**src/rtl/uart_pkg.sv**
```systemverilog
// Shared UART constants: data width, default Rx buffer depth and the Rx entry layout.
package uart_pkg;

    localparam int UART_DATA_W      = 8;
    localparam int UART_RX_DEPTH    = 16;
    // A buffer entry is {ferr, data}; the framing flag sits just above the data bits.
    localparam int UART_RX_FERR_BIT = UART_DATA_W;
    localparam int UART_RX_ENTRY_W  = UART_DATA_W + 1;

endpackage

```
**src/rtl/uart_rx_buffer_if.sv**
```systemverilog
// Rx buffer bus: push side from the Rx FSM, pop/status side toward the core load/store path.
interface uart_rx_buffer_if
    import uart_pkg::*;
#(
    parameter int DATA_W = UART_DATA_W,
    parameter int DEPTH  = UART_RX_DEPTH
);
    localparam int CNT_W = $clog2(DEPTH) + 1;

    logic [DATA_W-1:0] rx_data_i;
    logic              rx_stop_i;
    logic              rx_valid_i;
    logic              rd_en_i;
    logic [DATA_W-1:0] rd_data_o;
    logic              rd_ferr_o;
    logic              rd_valid_o;
    logic              full_o;
    logic [CNT_W-1:0]  count_o;
    logic              overrun_o;
    logic              clr_overrun_i;
    logic              irq_o;

    modport slave (
        input  rx_data_i, rx_stop_i, rx_valid_i, rd_en_i, clr_overrun_i,
        output rd_data_o, rd_ferr_o, rd_valid_o, full_o, count_o, overrun_o, irq_o
    );

    modport master (
        output rx_data_i, rx_stop_i, rx_valid_i, rd_en_i, clr_overrun_i,
        input  rd_data_o, rd_ferr_o, rd_valid_o, full_o, count_o, overrun_o, irq_o
    );

endinterface

```
**src/rtl/uart_rx_fifo_mem.sv**
```systemverilog
// DEPTH x W register array, one synchronous write port and one asynchronous read port; not reset.
module uart_rx_fifo_mem #(
    parameter int DEPTH = 16,
    parameter int W     = 9
) (
    input  logic                     clk,
    input  logic                     we_i,
    input  logic [$clog2(DEPTH)-1:0] waddr_i,
    input  logic [W-1:0]             wdata_i,
    input  logic [$clog2(DEPTH)-1:0] raddr_i,
    output logic [W-1:0]             rdata_o
);

    logic [W-1:0] mem_q [DEPTH];

    always_ff @(posedge clk) begin
        if (we_i) begin
            mem_q[waddr_i] <= wdata_i;
        end
    end

    assign rdata_o = mem_q[raddr_i];

endmodule

```
**src/rtl/uart_rx_buffer.sv**
```systemverilog
// UART Rx byte buffer: FWFT FIFO of {ferr, data} entries with sticky overrun.
// Optional receive interrupt is built only when UART_RX_IRQ_EN is defined.
module uart_rx_buffer
    import uart_pkg::*;
#(
    parameter int DEPTH         = UART_RX_DEPTH,
    parameter int DATA_W        = UART_DATA_W,
    parameter int IRQ_THRESHOLD = 1
) (
    input  logic              clk,
    input  logic              rst,
    uart_rx_buffer_if.slave   bus
);

    localparam int AW    = $clog2(DEPTH);
    localparam int PTR_W = AW + 1;
    localparam int EW    = DATA_W + 1;
    localparam logic [PTR_W-1:0] DEPTH_C = PTR_W'(DEPTH);

    if (DEPTH < 2 || (1 << AW) != DEPTH) begin : g_bad_depth
        $error("uart_rx_buffer: DEPTH must be a power of 2 and >= 2");
    end
    if (IRQ_THRESHOLD < 1 || IRQ_THRESHOLD > DEPTH) begin : g_bad_thr
        $error("uart_rx_buffer: IRQ_THRESHOLD must be within 1..DEPTH");
    end

    logic [PTR_W-1:0] wr_ptr_q, wr_ptr_d;
    logic [PTR_W-1:0] rd_ptr_q, rd_ptr_d;
    logic [PTR_W-1:0] count;
    logic             overrun_q, overrun_d;
    logic             empty, full, push, pop, drop;
    logic [EW-1:0]    head;

    // Extra pointer MSB makes the plain difference cover 0..DEPTH.
    assign count = wr_ptr_q - rd_ptr_q;
    assign empty = (count == '0);
    assign full  = (count == DEPTH_C);

    // A pop in the same cycle frees the slot, so a push into a full FIFO is still taken.
    assign pop  = bus.rd_en_i & ~empty;
    assign push = bus.rx_valid_i & (~full | pop);
    assign drop = bus.rx_valid_i & full & ~pop;

    assign wr_ptr_d  = wr_ptr_q + PTR_W'(push);
    assign rd_ptr_d  = rd_ptr_q + PTR_W'(pop);
    assign overrun_d = drop | (overrun_q & ~bus.clr_overrun_i);

    always_ff @(posedge clk or negedge rst) begin
        if (!rst) begin
            wr_ptr_q  <= '0;
            rd_ptr_q  <= '0;
            overrun_q <= 1'b0;
        end else begin
            wr_ptr_q  <= wr_ptr_d;
            rd_ptr_q  <= rd_ptr_d;
            overrun_q <= overrun_d;
        end
    end

    uart_rx_fifo_mem #(
        .DEPTH (DEPTH),
        .W     (EW)
    ) u_mem (
        .clk     (clk),
        .we_i    (push),
        .waddr_i (wr_ptr_q[AW-1:0]),
        .wdata_i ({~bus.rx_stop_i, bus.rx_data_i}),
        .raddr_i (rd_ptr_q[AW-1:0]),
        .rdata_o (head)
    );

    assign bus.rd_data_o  = empty ? '0 : head[DATA_W-1:0];
    assign bus.rd_ferr_o  = ~empty & head[DATA_W];
    assign bus.rd_valid_o = ~empty;
    assign bus.full_o     = full;
    assign bus.count_o    = count;
    assign bus.overrun_o  = overrun_q;

`ifdef UART_RX_IRQ_EN
    localparam logic [PTR_W-1:0] THR_C = PTR_W'(IRQ_THRESHOLD);

    logic [PTR_W-1:0] count_d;
    logic             irq_q, irq_d;

    assign count_d = wr_ptr_d - rd_ptr_d;
    assign irq_d   = (count_d >= THR_C) | overrun_d;

    always_ff @(posedge clk or negedge rst) begin
        if (!rst) begin
            irq_q <= 1'b0;
        end else begin
            irq_q <= irq_d;
        end
    end

    assign bus.irq_o = irq_q;
`else
    assign bus.irq_o = 1'b0;
`endif

endmodule

```
**src/flat_wrapper.sv**
```systemverilog
// flat-port wrapper written by rule: the top's interface ports become plain ports
module uart_rx_buffer_flat import uart_pkg::*;
#(
    parameter int DEPTH         = UART_RX_DEPTH,
    parameter int DATA_W        = UART_DATA_W,
    parameter int IRQ_THRESHOLD = 1
)
  (clk, rst, bus_rx_data_i, bus_rx_stop_i, bus_rx_valid_i, bus_rd_en_i, bus_clr_overrun_i, bus_rd_data_o, bus_rd_ferr_o, bus_rd_valid_o, bus_full_o, bus_count_o, bus_overrun_o, bus_irq_o);
  uart_rx_buffer_if #(.DATA_W(DATA_W), .DEPTH(DEPTH)) bus_i ();
  input  logic clk;
  input  logic rst;
  input wire logic [$bits(bus_i.rx_data_i)-1:0] bus_rx_data_i;
  input wire logic [$bits(bus_i.rx_stop_i)-1:0] bus_rx_stop_i;
  input wire logic [$bits(bus_i.rx_valid_i)-1:0] bus_rx_valid_i;
  input wire logic [$bits(bus_i.rd_en_i)-1:0] bus_rd_en_i;
  input wire logic [$bits(bus_i.clr_overrun_i)-1:0] bus_clr_overrun_i;
  output wire logic [$bits(bus_i.rd_data_o)-1:0] bus_rd_data_o;
  output wire logic [$bits(bus_i.rd_ferr_o)-1:0] bus_rd_ferr_o;
  output wire logic [$bits(bus_i.rd_valid_o)-1:0] bus_rd_valid_o;
  output wire logic [$bits(bus_i.full_o)-1:0] bus_full_o;
  output wire logic [$bits(bus_i.count_o)-1:0] bus_count_o;
  output wire logic [$bits(bus_i.overrun_o)-1:0] bus_overrun_o;
  output wire logic [$bits(bus_i.irq_o)-1:0] bus_irq_o;
  assign bus_i.rx_data_i = bus_rx_data_i;
  assign bus_i.rx_stop_i = bus_rx_stop_i;
  assign bus_i.rx_valid_i = bus_rx_valid_i;
  assign bus_i.rd_en_i = bus_rd_en_i;
  assign bus_i.clr_overrun_i = bus_clr_overrun_i;
  assign bus_rd_data_o = bus_i.rd_data_o;
  assign bus_rd_ferr_o = bus_i.rd_ferr_o;
  assign bus_rd_valid_o = bus_i.rd_valid_o;
  assign bus_full_o = bus_i.full_o;
  assign bus_count_o = bus_i.count_o;
  assign bus_overrun_o = bus_i.overrun_o;
  assign bus_irq_o = bus_i.irq_o;
  uart_rx_buffer #(.DEPTH(DEPTH), .DATA_W(DATA_W), .IRQ_THRESHOLD(IRQ_THRESHOLD)) u_core (.clk(clk), .rst(rst), .bus(bus_i));
endmodule
```
**config.mk**
```make
export PLATFORM = sky130hd
export DESIGN_NAME = uart_rx_buffer_flat
export DESIGN_NICKNAME = d
export VERILOG_FILES = /design/src/rtl/uart_pkg.sv /design/src/rtl/uart_rx_buffer_if.sv /design/src/rtl/uart_rx_fifo_mem.sv /design/src/rtl/uart_rx_buffer.sv /design/src/flat_wrapper.sv
export SDC_FILE = /design/constraint.sdc
export NUM_CORES = 1
export LEC_CHECK = 0
export ABC_CLOCK_PERIOD_IN_PS = 6850
export CORE_UTILIZATION = 64
export DETAILED_ROUTE_END_ITERATION = 8
export PLACE_DENSITY = 0.91
export SETUP_SLACK_MARGIN = 0.3
export SYNTH_ARGS = -nofsm -noshare
export SYNTH_HDL_FRONTEND = slang
export SYNTH_HIERARCHICAL = 1
export SYNTH_SLANG_ARGS = --single-unit
```
**constraint.sdc**
```tcl
create_clock -name clk -period 6.85 [get_ports clk]
set_input_delay 1.37 -clock clk [delete_from_list [all_inputs] [get_ports clk]]
set_output_delay 1.37 -clock clk [all_outputs]
set_load 0.005 [all_outputs]
```
==> impl_table.tex, run 1 <==
\begin{tabular}{lr}
\hline
Metric & Value \\
\hline
\multicolumn{2}{l}{\textbf{Outcome}} \\
Outcome & finished clean \\
\multicolumn{2}{l}{\textbf{Synth}} \\
Area share of xor/xnor cells in the synthesized design & around 1.4\% \\
Number of distinct library cell variants in the gate-level netlist after synthesis & 38 \\
Average cell area after synthesis & between 15 and 20 um\^{}2 \\
Dominant combinational cell family by area after synthesis & multiplexers \\
Synth Register Bits & about 160 \\
Proportion of synthesized chip area in sequential cells & $\sim$70\% \\
Netlist Area Pre-Place & roughly 6400 um\^{}2 \\
Synth Area in Compound Gates & under 10\% \\
Share of synthesized area spent on multiplexers & about 14\% \\
Synthesized Nets & 345 \\
Adder and majority cell fraction of the synthesized area & roughly 1.9\% \\
Post-Synthesis Cells & around 320 \\
Simple-gate share of the synthesized area & approximately 3.9\% \\
Count of warnings emitted by yosys & 6 \\
\multicolumn{2}{l}{\textbf{Timing}} \\
Final count of negative-setup-slack endpoints & 0 \\
Final clock period utilization by the worst path & between 70 and 80\% \\
Final Max Tran Viols & 0 \\
Setup WS post-layout & between 1.5 and 2 ns \\
Setup Total Neg Slack & 0 ns \\
Clk\_skew & $\sim$0.011 ns \\
Final critical delay including setup and external delays & approximately 5.3 ns \\
Maximum achievable frequency & approximately 190 MHz \\
Slew at the pin closest to its max-slew limit & between 1 and 1.5 ns \\
Unrepaired setup endpoints after global routing & no \\
Worst max-slew margin expressed relative to the limit & approximately 19\% \\
Final hold violations & 0 \\
\multicolumn{2}{l}{\textbf{Floorplan}} \\
Die Span X & around 100 um \\
DIE AREA & 10400 um\^{}2 \\
Core area & roughly 9700 um\^{}2 \\
Number of I/O pins & 32 \\
\# rows & 36 \\
Die boundary height & roughly 100 um \\
Effective utilization at floorplan & 65.8\% \\
\multicolumn{2}{l}{\textbf{Hold path}} \\
Worst Hold Class & flip-flop to flip-flop \\
\multicolumn{2}{l}{\textbf{Cells and area}} \\
Commonest non-fill, non-tap cell in the layout & edfxtp\_1 \\
Antenna diode instance count & 0 \\
Ratio of cells with drive above 1 in the final layout & between 10\% and 20\% \\
Final-stage net count & approximately 380 \\
Synthesis-to-layout area growth & 14.2\% \\
Most frequent cells in the layout & edfxtp\_1, clkdlybuf4s50\_1, mux4\_2, a22oi\_1, clkbuf\_16 \\
Final Non-Filler Cells & a little over 500 \\
\multicolumn{2}{l}{\textbf{Worst setup path}} \\
Cells along the critical path & inv\_1 -> ha\_1 -> fa\_1 -> nand2b\_1 -> a21oi\_1 -> xor2\_1 -> inv\_1 -> clkdlybuf4s50\_1 \\
Type of origin of the critical path & flip-flop \\
Crit path max fanout & 13 \\
Crit path required time & around 5.5 ns \\
Library cell contributing the largest single delay on the critical path & xor2\_1 \\
Worst setup path category & flip-flop to output port \\
Largest stage delay on the critical path & approximately 0.92 ns \\
CP arrival & 3.89 ns \\
Sum of buffers and inverters on the critical path & 3 \\
Most frequent cell on the critical path & inv\_1 \\
Critical path capture point type & output port \\
Top cell family by delay on the critical path & XOR/XNOR gates \\
\multicolumn{2}{l}{\textbf{GRT}} \\
Via count of the first global-routing pass & about 3400 \\
Number of antenna violations at the first check in global routing & 0 \\
Overall global routing resource usage & between 20\% and 30\% \\
Global-route wire length before repair & approximately 20000 um \\
Total grt overflow & 0 \\
Maximum number of pins on one net before global-route repair & roughly 40 \\
\multicolumn{2}{l}{\textbf{Routing}} \\
Wire per inst & about 27 um \\
Final Routed Wirelength & 13700 um \\
Routed via count divided by cell count & around 6.6 \\
Number of design rule violations left after detail routing & 0 \\
Number of DRC violations after detailed-routing iteration 0 & roughly 350 \\
Final antenna-violating net count & 0 \\
1st-pass router iterations & 6 \\
Via count of the routed design & around 3400 \\
\multicolumn{2}{l}{\textbf{Power and ir drop}} \\
Power density over the cells & 468 nW/um\^{}2 \\
Leakage power & around 2.5 nW \\
Largest vdd supply drop & approximately 0.34 mV \\
\multicolumn{2}{l}{\textbf{Place}} \\
Post-detailed-placement half-perimeter wirelength & 7940 um \\
Total instance count after detailed placement & between 400 and 500 \\
Buffers on Ports & 30 \\
Final GP Congestion & $\sim$0.88 \\
DP Worst Slack & 2.23 ns \\
\multicolumn{2}{l}{\textbf{Clocking}} \\
Total clock buffers created by CTS & 17 \\
Buffer depth of the longest clock path & 2 \\
Deepest level of the CTS H-tree & 4 \\
Number of buffers inserted to repair setup after CTS & 0 \\
TritonCTS clock tree & done \\
Root buffer selected by CTS & clkbuf\_8 \\
Number of hold-repair buffers added at the cts stage & 0 \\
Skew-Pair Late Insertion Delay & 0.54 ns \\
Clock sink count & between 150 and 200 \\
Clock transition at path regs & about 0.070 ns \\
Count of cells resized by post-cts repair & 0 \\
\multicolumn{2}{l}{\textbf{Flow run}} \\
Max capacitance violation total & 0 \\
\hline
\end{tabular}
==> worst reg2reg max path: stages (launching register included) <==
cell      delay, ns
dfrtp_1        0.55
inv_1          0.10
ha_1           0.25
fa_1           0.41
nand2b_1       0.16
a21oi_1        0.18
xor2_1         0.92
inv_1          0.26
a31oi_4        0.32
or3b_2         0.54
nor2_1         0.71
==> registers in the layout (all words and copies together) (netlist names) <==
signal / flops
u_core/bus.overrun_o: 1
u_core/rd_ptr_q: 5
u_core/u_mem/mem_q: 144
u_core/wr_ptr_q: 5
==> final timing paths <==
kind / startpoint / endpoint / depth (start not counted) / slack (ns)
min in group asynchronous: rst / u_core/rd_ptr_q[3]$_DFF_PN0_ / 1 / 1.21
hold reg to reg: u_core/rd_ptr_q[4]$_DFF_PN0_ / u_core/rd_ptr_q[4]$_DFF_PN0_ / 1 / 0.50
hold / removal: u_core/rd_ptr_q[4]$_DFF_PN0_ / u_core/rd_ptr_q[4]$_DFF_PN0_ / 1 / 0.50
max in group asynchronous: rst / u_core/rd_ptr_q[0]$_DFF_PN0_ / 1 / 5.22
setup / recovery: u_core/wr_ptr_q[0]$_DFF_PN0_ / bus_count_o[4] / 8 / 1.59
setup reg to reg: u_core/wr_ptr_q[0]$_DFF_PN0_ / u_core/u_mem/mem_q[1][0]$_DFFE_PP_ / 10 / 2.07
==> area by class of cell <==
class / count / area (um^2)
inverters: 12 / 45.0
clock buffers: 17 / 414
repair buffers: 33 / 323
clock inverters: 15 / 129
flip-flops and latches: 155 / 4600
multi-input cells: 141 / 1630
fillers: 535 / 2420
well taps: 133 / 166
==> power by group <==
part	leakage [nW]	total, mW	internal (mW)	switching (mW)
clock	0.271	0.858	0.459	0.399
sequential	1.43	1.24	1.16	0.0812
combinational	0.801	1.32	0.623	0.700
==> kinds of logic after synthesis <==
logic type / after synthesis
and+or+nand+nor: 51
adders and majority gates: 9
AOI/OAI and AO/OA: 34
muxes: 36
other: 1
xor gates and xnor gates: 10
DFF: 155
buffers and inverters: 26
==> cells in the mapped netlist, drive strengths merged <==
cell / number / share of area, %
a211o: 1 / 0.14
a21boi: 9 / 1.5
a21oi: 4 / 0.31
a22oi: 18 / 2.1
a31oi: 1 / 0.33
a41o: 1 / 0.16
and2: 1 / 0.098
and2b: 1 / 0.12
and3b: 1 / 0.14
buf: 10 / 1.6
clkbuf: 3 / 0.39
clkdlybuf4s25: 1 / 0.16
conb: 1 / 0.059
dfrtp: 11 / 4.3
edfxtp: 144 / 68
fa: 1 / 0.31
ha: 8 / 1.6
inv: 12 / 0.70
mux4: 36 / 14
nand2: 13 / 0.80
nand2b: 3 / 0.29
nand3: 6 / 0.47
nand3b: 3 / 0.35
nand4: 1 / 0.098
nor2: 15 / 0.88
nor2b: 2 / 0.20
nor3: 4 / 0.31
or3b: 1 / 0.14
xnor2: 4 / 0.55
xor2: 6 / 0.82
==> routing by layer <==
layer | up-vias | share of wire [%] | routed length [um] | track usage (%)
met5 | - | 0 | 0 | 0
met4 | 0 | 3.8 | 526 | 16.0
met3 | 49 | 7.7 | 1060 | 7.46
met2 | 205 | 50 | 6920 | 45.6
met1 | 1708 | 38 | 5230 | 38.3
li1 | 1389 | - | - | -
==> stage by stage <==
step / utilization (%) / power, mW / hold slack, ns / area (um^2)
after CTS: 75.1 / 3.43 / 0.504 / 7310
after floorplan: - / 2.09 / 0.464 / 6400
after global routing: 75.1 / 3.57 / 0.508 / 7310
after global placement: 69.5 / 2.48 / 0.479 / 6770
final: 75.1 / 3.42 / 0.503 / 7310
after detailed placement: 69.5 / 2.54 / 0.491 / 6770
Power figures use the tool's default switching activity.
==> run 2, diff against run 1 <==
- ABC_CLOCK_PERIOD_IN_PS: 6850 -> 5500
- CORE_UTILIZATION: 64 -> 59
- PLACE_DENSITY: 0.91 -> 0.85
- clock period: 6.85 -> 5.5 ns (I/O delays scaled with it)
==> impl_table.tex, run 2 (synthesis results as in run 1) <==
\begin{tabular}{lr}
\hline
Metric & Value \\
\hline
\multicolumn{2}{l}{\textbf{Timing}} \\
Final clock period utilization by the worst path & between 80\% and 90\% \\
Final Max Tran Viols & 0 \\
Worst hold slack across all endpoints & slightly below 0.5 ns \\
Unrepaired setup endpoints after global routing & no \\
Final critical delay including setup and external delays & between 4 and 5 ns \\
Maximum achievable frequency & 226 MHz \\
Setup WS post-layout & about 1.1 ns \\
Clk\_skew & approximately 0.0077 ns \\
Final hold violations & 0 \\
Final count of negative-setup-slack endpoints & 0 \\
Setup Total Neg Slack & 0 ns \\
Worst max-slew margin expressed relative to the limit & about a third \\
Slew at the pin closest to its max-slew limit & between 1 and 1.5 ns \\
\multicolumn{2}{l}{\textbf{Floorplan}} \\
Core area & between 10000 and 15000 um\^{}2 \\
Die boundary height & 106 um \\
DIE AREA & roughly 11000 um\^{}2 \\
Die Span X & 106 um \\
Effective utilization at floorplan & a little over 60\% \\
\# rows & 37 \\
Number of I/O pins & 32 \\
\multicolumn{2}{l}{\textbf{Power and ir drop}} \\
Largest vdd supply drop & 0.552 mV \\
Relative contribution of the clock network to total power & about a quarter \\
Portion of total power attributed to combinational logic & between 30\% and 40\% \\
Sequential power share & between 30 and 40\% \\
Switching power of the nets & 1.43 mW \\
Power density over the cells & 583 nW/um\^{}2 \\
Switching share of total power & 33.3\% \\
Leakage power & 2.53 nW \\
Cell internal power dissipation & between 2 and 3 mW \\
\multicolumn{2}{l}{\textbf{GRT}} \\
Number of antenna violations at the first check in global routing & 0 \\
Via count of the first global-routing pass & roughly 3300 \\
Maximum number of pins on one net before global-route repair & 40 \\
Overall global routing resource usage & 23.6\% \\
Global-route wire length before repair & 18700 um \\
Total grt overflow & 0 \\
\multicolumn{2}{l}{\textbf{Clocking}} \\
Skew-Pair Late Insertion Delay & between 0.5 and 0.6 ns \\
Buffer depth of the longest clock path & 2 \\
Clock transition at path regs & around 0.07 ns \\
Deepest level of the CTS H-tree & 4 \\
Clock sink count & 155 \\
Total clock buffers created by CTS & 17 \\
TritonCTS clock tree & done \\
Number of buffers inserted to repair setup after CTS & 0 \\
Number of hold-repair buffers added at the cts stage & 0 \\
Count of cells resized by post-cts repair & 0 \\
Root buffer selected by CTS & clkbuf\_8 \\
\multicolumn{2}{l}{\textbf{Routing}} \\
Final Routed Wirelength & roughly 12000 um \\
Number of design rule violations left after detail routing & 0 \\
1st-pass router iterations & 5 \\
Via count of the routed design & approximately 3300 \\
Number of DRC violations after detailed-routing iteration 0 & about 360 \\
Routed via count divided by cell count & between 6 and 7 \\
Wire per inst & approximately 24 um \\
Final antenna-violating net count & 0 \\
\multicolumn{2}{l}{\textbf{Worst setup path}} \\
Worst reg2reg path startpoint & u\_core/wr\_ptr\_q[0]\$\_DFF\_PN0\_ \\
CP arrival & 3.33 ns \\
Sum of buffers and inverters on the critical path & 3 \\
Register-to-register setup slack & roughly 1.5 ns \\
Crit path max fanout & 13 \\
Critical path capture point type & output port \\
Most frequent cell on the critical path & inv\_1 \\
Worst setup path category & flip-flop to output port \\
Crit path required time & about 4.4 ns \\
Top cell family by delay on the critical path & buffers and inverters \\
Worst reg2reg path depth & 11 \\
Cells along the critical path & inv\_1 -> ha\_1 -> fa\_1 -> xor2\_1 -> inv\_1 -> a211o\_1 -> nand2\_2 -> a21boi\_0 -> clkdlybuf4s50\_1 \\
Library cell contributing the largest single delay on the critical path & dfrtp\_1 \\
Largest stage delay on the critical path & just over 0.5 ns \\
Type of origin of the critical path & flip-flop \\
Worst R2R End & u\_core/u\_mem/mem\_q[3][5]\$\_DFFE\_PP\_ \\
\multicolumn{2}{l}{\textbf{Cells and area}} \\
Antenna diode instance count & 0 \\
Finished Cell Area & around 7400 um\^{}2 \\
Ratio of cells with drive above 1 in the final layout & between 10\% and 20\% \\
Fin util & slightly above 70\% \\
Commonest non-fill, non-tap cell in the layout & edfxtp\_1 \\
Most frequent cells in the layout & edfxtp\_1, clkdlybuf4s50\_1, mux4\_2, a22oi\_1, clkbuf\_16 \\
Largest register FFs & between 100 and 150 \\
Regs by FF count & u\_core/u\_mem/mem\_q (144), u\_core/rd\_ptr\_q (5), u\_core/wr\_ptr\_q (5) \\
Largest register by flop count & u\_core/u\_mem/mem\_q \\
Synthesis-to-layout area growth & 15.0\% \\
Final-stage net count & approximately 390 \\
\multicolumn{2}{l}{\textbf{Hold path}} \\
Min-Delay Startpoint & u\_core/rd\_ptr\_q[4]\$\_DFF\_PN0\_ \\
Hold Path Depth & 1 \\
Hold endpoint & u\_core/rd\_ptr\_q[4]\$\_DFF\_PN0\_ \\
Worst Hold Class & flip-flop to flip-flop \\
\multicolumn{2}{l}{\textbf{Place}} \\
Post-detailed-placement half-perimeter wirelength & 7440 um \\
Final GP Congestion & around 0.83 \\
Buffers on Ports & 30 \\
DP Worst Slack & about 1.6 ns \\
Total cell area at the placement stage & slightly below 7000 um\^{}2 \\
\multicolumn{2}{l}{\textbf{Outcome}} \\
Outcome & finished clean \\
\multicolumn{2}{l}{\textbf{Flow run}} \\
Max capacitance violation total & 0 \\
\hline
\end{tabular}
==> run 2: cell types whose count changed in the layout (fill, tap and decap cells not counted), moves of 2 or more <==
cell      change
buf_4         +4
clkinv_2      -3
clkinv_4      +2
clkinv_8      +2
inv_8         -3
nor3_1        +3
nor3_2        -3
==> run 2: through the flow <==
step | power [mW] | cells
after floorplan | 2.61 | 322
after global placement | 3.12 | 481
after detailed placement | 3.18 | 481
after CTS | 4.30 | 513
after global routing | 4.48 | 513
final | 4.29 | 513
==> run 2: power groups by stage <==
stage / clock, mW / sequential, mW / combinational, mW
5_1_grt: 1.17 / 1.55 / 1.76
3_5_place_dp: 0 / 1.56 / 1.62
4_1_cts: 1.12 / 1.54 / 1.64
2_1_floorplan: 0 / 1.53 / 1.07
3_3_place_gp: 0 / 1.55 / 1.58
6_report: 1.11 / 1.54 / 1.65
==> run 2: cell type report <==
class                      instances  area [um^2]
multi-input combinational        141         1620
tap                              136          170
sequential                       155         4600
fill                             616         3050
clock inverter                    15          163
clock buffer                      17          414
timing repair buffer              37          353
inverter                          12         45.0
==> run 2: worst max path at each step <==
stage,startpoint,endpoint,slack (ns),depth (start not counted)
6_report,u_core/wr_ptr_q[0]$_DFF_PN0_,bus_rd_data_o[7],1.07,9
5_1_grt,u_core/wr_ptr_q[0]$_DFF_PN0_,bus_rd_data_o[7],0.91,9
4_1_cts,u_core/wr_ptr_q[0]$_DFF_PN0_,bus_rd_data_o[7],1.10,9
3_5_place_dp,u_core/wr_ptr_q[0]$_DFF_PN0_,u_core/u_mem/mem_q[3][1]$_DFFE_PP_,1.62,11
3_3_place_gp,u_core/rd_ptr_q[0]$_DFF_PN0_,bus_rd_data_o[1],1.80,6
2_1_floorplan,u_core/wr_ptr_q[0]$_DFF_PN0_,u_core/u_mem/mem_q[0][0]$_DFFE_PP_,2.00,10
==> run 2: per-layer routing <==
metal | routed length, um | vias to the layer above | GRT usage, %
met4 | 277 | 0 | 9.13
met5 | 0 | - | 0
met2 | 6010 | 165 | 36.8
li1 | - | 1391 | -
met1 | 5030 | 1681 | 32.0
met3 | 928 | 21 | 6.93
==> run 3, diff against run 2 <==
- ABC_CLOCK_PERIOD_IN_PS: 5500 -> 4400
- clock period: 5.5 -> 4.4 ns (I/O delays scaled with it)
==> impl_table.tex, run 3 (synthesis results as in run 1) <==
\begin{tabular}{lr}
\hline
Metric & Value \\
\hline
\multicolumn{2}{l}{\textbf{Floorplan}} \\
Number of I/O pins & 32 \\
Die Span X & around 110 um \\
Die boundary height & 106 um \\
Core area & between 10000 and 15000 um\^{}2 \\
DIE AREA & between 10000 and 15000 um\^{}2 \\
Effective utilization at floorplan & 61.4\% \\
\# rows & 37 \\
\multicolumn{2}{l}{\textbf{Timing}} \\
Worst hold slack across all endpoints & between 0.4 and 0.5 ns \\
Slew at the pin closest to its max-slew limit & 0.838 ns \\
Maximum achievable frequency & 253 MHz \\
Final count of negative-setup-slack endpoints & 0 \\
Setup Total Neg Slack & 0 ns \\
Clk\_skew & between 0.01 and 0.015 ns \\
Final clock period utilization by the worst path & between 80\% and 90\% \\
Final hold violations & 0 \\
Final Max Tran Viols & 0 \\
Final critical delay including setup and external delays & 3.96 ns \\
Unrepaired setup endpoints after global routing & no \\
Worst max-slew margin expressed relative to the limit & between 40\% and 50\% \\
\multicolumn{2}{l}{\textbf{Worst setup path}} \\
Worst reg2reg path depth & 12 \\
Cells along the critical path & inv\_1 -> ha\_1 -> fa\_1 -> xor2\_1 -> inv\_1 -> a211o\_1 -> nand2\_4 -> a21boi\_0 -> clkdlybuf4s50\_1 \\
Top cell family by delay on the critical path & buffers and inverters \\
Worst R2R End & u\_core/u\_mem/mem\_q[0][0]\$\_DFFE\_PP\_ \\
Sum of buffers and inverters on the critical path & 3 \\
Library cell contributing the largest single delay on the critical path & clkdlybuf4s50\_1 \\
Largest stage delay on the critical path & between 0.4 and 0.5 ns \\
Crit path max fanout & 9 \\
Worst setup path category & flip-flop to output port \\
Type of origin of the critical path & flip-flop \\
Critical path capture point type & output port \\
Most frequent cell on the critical path & inv\_1 \\
Crit path required time & between 3 and 4 ns \\
CP arrival & 3.08 ns \\
Worst reg2reg path startpoint & u\_core/wr\_ptr\_q[0]\$\_DFF\_PN0\_ \\
Register-to-register setup slack & 0.93 ns \\
\multicolumn{2}{l}{\textbf{Cells and area}} \\
Final-stage net count & $\sim$400 \\
Total of fill cells in the finished design & 605 \\
Combined flip-flop and latch cell area & 4600 um\^{}2 \\
Commonest non-fill, non-tap cell in the layout & edfxtp\_1 \\
Largest register by flop count & u\_core/u\_mem/mem\_q \\
Synthesis-to-layout area growth & 16.9\% \\
Largest register FFs & 144 \\
Area of the multi-input gates & between 1500 and 2000 um\^{}2 \\
Ratio of cells with drive above 1 in the final layout & 22.0\% \\
Regs by FF count & u\_core/u\_mem/mem\_q (144), u\_core/rd\_ptr\_q (5), u\_core/wr\_ptr\_q (5) \\
Most frequent cells in the layout & edfxtp\_1, clkdlybuf4s50\_1, mux4\_2, buf\_4, a22oi\_1 \\
Antenna diode instance count & 0 \\
\multicolumn{2}{l}{\textbf{Routing}} \\
Routed via count divided by cell count & between 6 and 7 \\
Final antenna-violating net count & 0 \\
Final Routed Wirelength & roughly 13000 um \\
1st-pass router iterations & 5 \\
Via count of the routed design & about 3300 \\
Number of design rule violations left after detail routing & 0 \\
Wire per inst & 23.9 um \\
Number of DRC violations after detailed-routing iteration 0 & 535 \\
\multicolumn{2}{l}{\textbf{GRT}} \\
Total grt overflow & 0 \\
Via count of the first global-routing pass & between 3000 and 4000 \\
Number of antenna violations at the first check in global routing & 0 \\
Overall global routing resource usage & 24.4\% \\
Global-route wire length before repair & $\sim$19000 um \\
Maximum number of pins on one net before global-route repair & 40 \\
\multicolumn{2}{l}{\textbf{Place}} \\
Buffers on Ports & 30 \\
Post-detailed-placement half-perimeter wirelength & approximately 7500 um \\
Final GP Congestion & $\sim$0.83 \\
\multicolumn{2}{l}{\textbf{Hold path}} \\
Worst Hold Class & flip-flop to flip-flop \\
Hold endpoint & u\_core/wr\_ptr\_q[4]\$\_DFF\_PN0\_ \\
Hold Path Depth & 1 \\
Min-Delay Startpoint & u\_core/wr\_ptr\_q[4]\$\_DFF\_PN0\_ \\
\multicolumn{2}{l}{\textbf{Flow run}} \\
Max capacitance violation total & 0 \\
\multicolumn{2}{l}{\textbf{Outcome}} \\
Outcome & finished clean \\
\multicolumn{2}{l}{\textbf{Clocking}} \\
Clock transition at path regs & about 0.060 ns \\
Deepest level of the CTS H-tree & 4 \\
Skew-Pair Late Insertion Delay & 0.52 ns \\
TritonCTS clock tree & done \\
Root buffer selected by CTS & clkbuf\_8 \\
Total clock buffers created by CTS & 17 \\
Clock sink count & 155 \\
Buffer depth of the longest clock path & 2 \\
\multicolumn{2}{l}{\textbf{Power and ir drop}} \\
Power Total & 5.43 mW \\
Leakage power & $\sim$2.6 nW \\
Largest vdd supply drop & just over 0.9 mV \\
Power density over the cells & 725 nW/um\^{}2 \\
\hline
\end{tabular}
## run 3: report_power, final
group          switching, mW  internal, mW
Clock                  0.590         0.819
Sequential             0.122          1.81
Combinational           1.06          1.03
Total                   1.77          3.66
## run 3: worst reg2reg max path: cells and delay by family, from the launching register on
family                   cells  cell delay (ns)
flip-flops                   1             0.45
AO/OA/AOI/OAI                2             0.43
XOR/XNOR                     1             0.16
buffers and inverters        4             0.68
AND/OR/NAND/NOR              3             0.85
adder cells (fa/ha/maj)      2             0.62
## run 3: cell type report
type                    instances  area share [%]
flip-flops and latches        155            61.5
repair buffers                 50            6.07
clock buffers                  17            5.54
well taps                     136            2.27
multi-input cells             142            21.8
clock inverters                15            2.22
inverters                      12           0.602
## run 3: repair_timing
action | in CTS | in global routing
endpoints found under the setup margin | 2 | 8
cloned | 0 | 1
buffers inserted | 0 | 0
gates resized for setup | 1 | 4
hold buffers | 0 | 0
pin swaps | 0 | 1
## run 3: routing by layer
metal  part of all wire [%]  track usage [%]
met4                    3.3             12.7
met2                     50             37.7
met3                    7.3             5.64
met5                      0                0
met1                     40             32.9
## run 3: worst max path at each step
stage                                            start                                  to  slack, ns  depth (start not counted)
after floorplan           u_core/wr_ptr_q[0]$_DFF_PN0_  u_core/u_mem/mem_q[0][0]$_DFFE_PP_       0.90                         10
after global placement    u_core/wr_ptr_q[0]$_DFF_PN0_                       bus_rd_ferr_o       0.95                          9
after detailed placement  u_core/wr_ptr_q[0]$_DFF_PN0_                    bus_rd_data_o[7]       0.82                          9
after CTS                 u_core/wr_ptr_q[0]$_DFF_PN0_                    bus_rd_data_o[7]       0.37                          9
after global routing      u_core/wr_ptr_q[0]$_DFF_PN0_                    bus_rd_data_o[7]       0.30                          8
final                     u_core/wr_ptr_q[0]$_DFF_PN0_                    bus_rd_data_o[7]       0.44                          9
## run 3: through the flow
stage | utilization [%] | cells | setup slack (ns) | cell area, um^2
floorplan | - | 322 | 0.904 | 6400
global placement | 66.1 | 494 | 0.949 | 6880
detailed placement | 66.1 | 494 | 0.815 | 6880
CTS | 71.7 | 526 | 0.369 | 7470
global route | 71.8 | 527 | 0.296 | 7480
finish | 71.8 | 527 | 0.440 | 7480
